File: src/rtl/spi_input_conditioner.sv
// spi_input_conditioner: synchronizes and glitch-filters the SPI pins into clean levels and edge pulses
module spi_input_conditioner #(
   parameter int SYNC_STAGES   = 2,
   parameter int WAIT_TIME     = 3,
   parameter int COUNTER_WIDTH = 3
) (
   input  logic i_clk,
   input  logic i_reset,
   input  logic i_sclk_pin,
   input  logic i_cs_pin,
   input  logic i_mosi_pin,
   output logic o_sclk_cond,
   output logic o_sclk_posedge,
   output logic o_sclk_negedge,
   output logic o_cs_cond,
   output logic o_cs_falling,
   output logic o_cs_rising,
   output logic o_mosi_cond
);
   localparam logic [2:0] IDLE = 3'b010;
   localparam logic [COUNTER_WIDTH-1:0] LAST = COUNTER_WIDTH'(WAIT_TIME - 1);
   if (SYNC_STAGES < 2) begin : g_bad_sync
      $error("SYNC_STAGES must be at least 2");
   end
   if (WAIT_TIME < 1 || WAIT_TIME - 1 >= 2 ** COUNTER_WIDTH) begin : g_bad_wait
      $error("COUNTER_WIDTH cannot hold WAIT_TIME-1");
   end
   logic [2:0] w_pin, w_cond;
   logic [1:0] w_rise, w_fall;
   assign w_pin = {i_mosi_pin, i_cs_pin, i_sclk_pin};
   for (genvar c = 0; c < 3; c++) begin : g_ch
      logic [SYNC_STAGES-1:0]   r_sync;
      logic [COUNTER_WIDTH-1:0] r_cnt;
      logic r_cond, w_out, w_diff, w_done;
      assign w_out  = r_sync[SYNC_STAGES-1];
      assign w_diff = w_out != r_cond;
      assign w_done = w_diff && r_cnt == LAST;
      assign w_cond[c] = r_cond;
      always_ff @(posedge i_clk) begin
         if (i_reset) begin
            r_sync <= {SYNC_STAGES{IDLE[c]}};
            r_cnt  <= '0;
            r_cond <= IDLE[c];
         end else begin
            r_sync <= {r_sync[SYNC_STAGES-2:0], w_pin[c]};
            r_cnt  <= (w_diff && !w_done) ? r_cnt + 1'b1 : '0;
            r_cond <= w_done ? w_out : r_cond;
         end
      end
      // mosi is level-only, so pulse registers exist for sclk and cs alone
      if (c < 2) begin : g_pulse
         logic r_rise, r_fall;
         assign w_rise[c] = r_rise;
         assign w_fall[c] = r_fall;
         always_ff @(posedge i_clk) begin
            if (i_reset) begin
               r_rise <= 1'b0;
               r_fall <= 1'b0;
            end else begin
               r_rise <= w_done && w_out;
               r_fall <= w_done && !w_out;
            end
         end
      end
   end
   assign o_sclk_cond    = w_cond[0];
   assign o_sclk_posedge = w_rise[0];
   assign o_sclk_negedge = w_fall[0];
   assign o_cs_cond      = w_cond[1];
   assign o_cs_falling   = w_fall[1];
   assign o_cs_rising    = w_rise[1];
   assign o_mosi_cond    = w_cond[2];
endmodule
File: config.mk
export PLATFORM = sky130hd
export DESIGN_NAME = spi_input_conditioner
export DESIGN_NICKNAME = d
export VERILOG_FILES = /design/src/rtl/spi_input_conditioner.sv
export SDC_FILE = /design/constraint.sdc
export NUM_CORES = 1
export LEC_CHECK = 0
export ABC_CLOCK_PERIOD_IN_PS = 1440
export CAP_MARGIN = 20
export CELL_PAD_IN_SITES_DETAIL_PLACEMENT = 1
export CELL_PAD_IN_SITES_GLOBAL_PLACEMENT = 1
export CORE_UTILIZATION = 23
export DETAILED_ROUTE_END_ITERATION = 12
export DONT_BUFFER_PORTS = 1
export HOLD_SLACK_MARGIN = 0.15
export PLACE_DENSITY = 0.48
export SLEW_MARGIN = 20
export SYNTH_ARGS = -nofsm -noshare
export SYNTH_HDL_FRONTEND = slang
export SYNTH_SLANG_ARGS = --single-unit
export TNS_END_PERCENT = 100
File: constraint.sdc
create_clock -name i_clk -period 1.44 [get_ports i_clk]
set_input_delay 0.072 -clock i_clk [delete_from_list [all_inputs] [get_ports i_clk]]
set_output_delay 0.072 -clock i_clk [all_outputs]
set_load 0.05 [all_outputs]
==> impl_metrics.json <==
{
  "ys.flop_type": "sky130_fd_sc_hd__dfxtp_1",
  "synth-seq-cells": 22,
  "yosysWarnings": 0,
  "transition_at_the_pin_with_the_smallest_max_transition_slack_ns": 0.629,
  "synthDistinctLibCells": 20,
  "width_of_the_die_um": 61.0,
  "regToRegSetupSlack_ns": 0.11,
  "drt-total-wl_um": 1250,
  "critical_path.startpoint_type": "flop",
  "vias": 524,
  "rsz_0062_raised_after_global_routing": "false",
  "synth_top_cells_by_area": "sky130_fd_sc_hd__dfxtp_1 55%, sky130_fd_sc_hd__ha_1 9.4%, sky130_fd_sc_hd__mux2i_1 5.0%, sky130_fd_sc_hd__nor2b_1 4.7%, sky130_fd_sc_hd__nor2_1 4.2%",
  "grt_util_all_layers": 0.0844,
  "grt_antenna_before_repair": 0,
  "initialDrtViolationCount": 3,
  "area_share_of_the_largest_cell_type_after_synthesis": 0.550,
  "layout_min_cycle_time_ns": 1.33,
  "path_max_fanout": 4,
  "drc": 0,
  "htree_num_levels": 1,
  "worst_ep_arrival_time_ns": 1.57,
  "antenna-diode-count": 0,
  "final-max-slew-violation-count": 0,
  "area_growth_pct": 19.1,
  "layout_cells_sized_above_1": 0.116,
  "floorplan.die.height_um": 61.0,
  "grt_pass1_vias": 520,
  "finalClockSkew_ns": 0.00121,
  "fill_cells": 397,
  "path_clk_slew_ns": 0.12,
  "worstPathRequired_ns": 1.69,
  "final_hold_viol_count": 0,
  "initial_core_utilization": 0.240,
  "synth.cells.most_frequent": "22 x sky130_fd_sc_hd__dfxtp_1, 9 x sky130_fd_sc_hd__nor2_1, 6 x sky130_fd_sc_hd__ha_1, 6 x sky130_fd_sc_hd__nor2b_1, 6 x sky130_fd_sc_hd__nor3_1",
  "synth-async-reset-ratio": 0,
  "stdcell_area_um2": 953,
  "yosys.cell_count.top_type": "sky130_fd_sc_hd__dfxtp_1",
  "cellLeakagePower_nw": 0.365,
  "cts_root_buffer": "sky130_fd_sc_hd__clkbuf_4",
  "outcome": "finished, final reports clean",
  "synth_area_per_cell_um2": 10.5,
  "setup-violations-final": 0,
  "io_pins": 12,
  "final.setup.tns_ns": 0,
  "synth_sequential_area_ratio": 0.550,
  "hold_path.class": "input port to flop",
  "std_cell_rows": 21,
  "cts_inserted_buffers": 3,
  "fin_crit_sh": 0.920,
  "synth_largest_area_cell": "sky130_fd_sc_hd__dfxtp_1",
  "mapped_cells": 76,
  "syn_nets": 87,
  "synth_enable_flop_cells": 0,
  "post_layout_nonfiller_instances": 132,
  "core_region_area_um2": 3340,
  "post-route-util": 0.286,
  "ant_nets": 0,
  "ctsLongestPathBuffers": 2,
  "tritoncts": "done",
  "port_buffers": 0,
  "wire_length_of_the_first_global_routing_pass_um": 2180,
  "placed_area_um2": 877,
  "timing_worst_setup_path_type": "flop to flop",
  "drv_cap": 0,
  "worst_relative_slew_slack": 0.579,
  "power_per_cell_area_nw_per_um2": 1040,
  "grt_overflow": 0,
  "floorplan.die_area_um2": 3720,
  "cp-end-kind": "flop",
  "wl_per_cell_um": 9.45,
  "post_cts_resize_count": 0,
  "fin_nets": 98,
  "worst_skew_pair_latency_ns": 0.30,
  "worst_ir_drop_vdd_mv": 0.437,
  "synth_area_um2": 801,
  "clock.fmax_ghz": 0.755,
  "post_cts.repair.setup_buffers": 0,
  "largest_net_degree_at_the_start_of_global_routing": 19,
  "dp_cells": 124,
  "drtPass1Iterations": 2,
  "gpl.final_weighted_congestion": 0.600,
  "clock-sinks": 22,
  "vias_per_cell": 3.97
}
path summary, 6_finish.rpt:
check,startpoint,to,cells past startpoint
hold reg to reg,g_ch[1].r_sync[0]$_SDFF_PP1_,g_ch[1].r_sync[1]$_SDFF_PP1_,1
setup / recovery,g_ch[0].r_cnt[0]$_SDFF_PP0_,g_ch[0].r_cnt[0]$_SDFF_PP0_,5
hold / removal,i_cs_pin,g_ch[1].r_sync[0]$_SDFF_PP1_,2
setup reg to reg,g_ch[0].r_cnt[0]$_SDFF_PP0_,g_ch[0].r_cnt[0]$_SDFF_PP0_,5
what timing repair did:
action / CTS / global route
endpoints found under the hold margin: 22 / 0
hold buffers: 4 / 0
setup endpoints to repair: 0 / 0
where the power goes:
part           switching [mW]  total [mW]  internal (mW)
logic                  0.0155      0.0334         0.0179
registers             0.00580       0.625          0.619
clock network           0.177       0.331          0.154
total                   0.198       0.989          0.791
metrics by stage:
stage                     worst slack, ns  power [mW]  hold WS (ns)
after floorplan                     0.107       0.657         0.144
after global placement              0.161       0.657         0.146
after detailed placement            0.111       0.658         0.148
after CTS                          0.0809        1.02         0.376
after global routing              0.00996        1.04         0.385
final                               0.115       0.989         0.396
flip-flops by register name (all words and copies together), names as in the netlist:
name            cells
o_sclk_cond         1
o_sclk_posedge      1
o_cs_rising         1
o_mosi_cond         1
g_ch.r_sync         6
o_cs_falling        1
g_ch.r_cnt          9
o_sclk_negedge      1
o_cs_cond           1
cell families (layout without fill, tap and decap cells):
family	after synthesis	after routing	synth area share
simple gates	35	35	0.245
flops	22	22	0.550
fa+ha+maj	6	6	0.0937
buf+inv	5	15	0.0234
mux	4	4	0.0500
compound gates	2	2	0.0156
xor+xnor	2	2	0.0219
cell type report:
class	instances	area, µm²	area share
Tap cell	46	57.6	0.0604
Inverter	4	15.0	0.0157
Timing Repair Buffer	7	62.6	0.0656
Clock buffer	4	36.3	0.0381
Sequential cell	22	440	0.462
Multi-Input combinational cell	49	342	0.358
cells in the final DEF (no fill, tap or decap):
cell type	synthesis	routed
sky130_fd_sc_hd__dlygate4sd3_1	0	4
sky130_fd_sc_hd__xnor2_1	2	2
sky130_fd_sc_hd__nor3b_1	1	1
sky130_fd_sc_hd__clkbuf_4	0	3
sky130_fd_sc_hd__nor3_1	6	6
sky130_fd_sc_hd__or3b_1	1	1
sky130_fd_sc_hd__inv_1	4	4
sky130_fd_sc_hd__clkbuf_8	0	1
sky130_fd_sc_hd__or2_2	2	2
sky130_fd_sc_hd__ha_1	6	6
sky130_fd_sc_hd__nand3b_1	1	1
sky130_fd_sc_hd__a21oi_1	1	1
sky130_fd_sc_hd__nor2b_1	6	6
sky130_fd_sc_hd__nor4b_1	2	2
sky130_fd_sc_hd__a21o_1	1	1
sky130_fd_sc_hd__buf_4	0	3
sky130_fd_sc_hd__or3_1	1	1
sky130_fd_sc_hd__mux2i_1	4	4
sky130_fd_sc_hd__or2b_2	1	1
sky130_fd_sc_hd__nand2b_1	3	3
sky130_fd_sc_hd__nor2_1	9	9
sky130_fd_sc_hd__nand2_1	2	2
sky130_fd_sc_hd__dfxtp_1	22	22
worst max-delay path, cell delays in order, from the launching register on:
cell and delay (ns):
sky130_fd_sc_hd__dfxtp_1 0.37, sky130_fd_sc_hd__inv_1 0.05, sky130_fd_sc_hd__ha_1 0.20, sky130_fd_sc_hd__or2b_2 0.20
sky130_fd_sc_hd__or3b_1 0.37, sky130_fd_sc_hd__nor2_1 0.09
layer usage:
| layer | vias up | wire length (µm) | global-route usage |
|---|---|---|---|
| met1 | 243 | 584 | 0.0888 |
| li1 | 268 | - | - |
| met3 | 2 | 61 | 0.0405 |
| met5 | - | 0 | 0 |
| met2 | 11 | 575 | 0.143 |
| met4 | 0 | 27 | 0.0390 |
No activity file was read; power rests on OpenSTA's default activity.
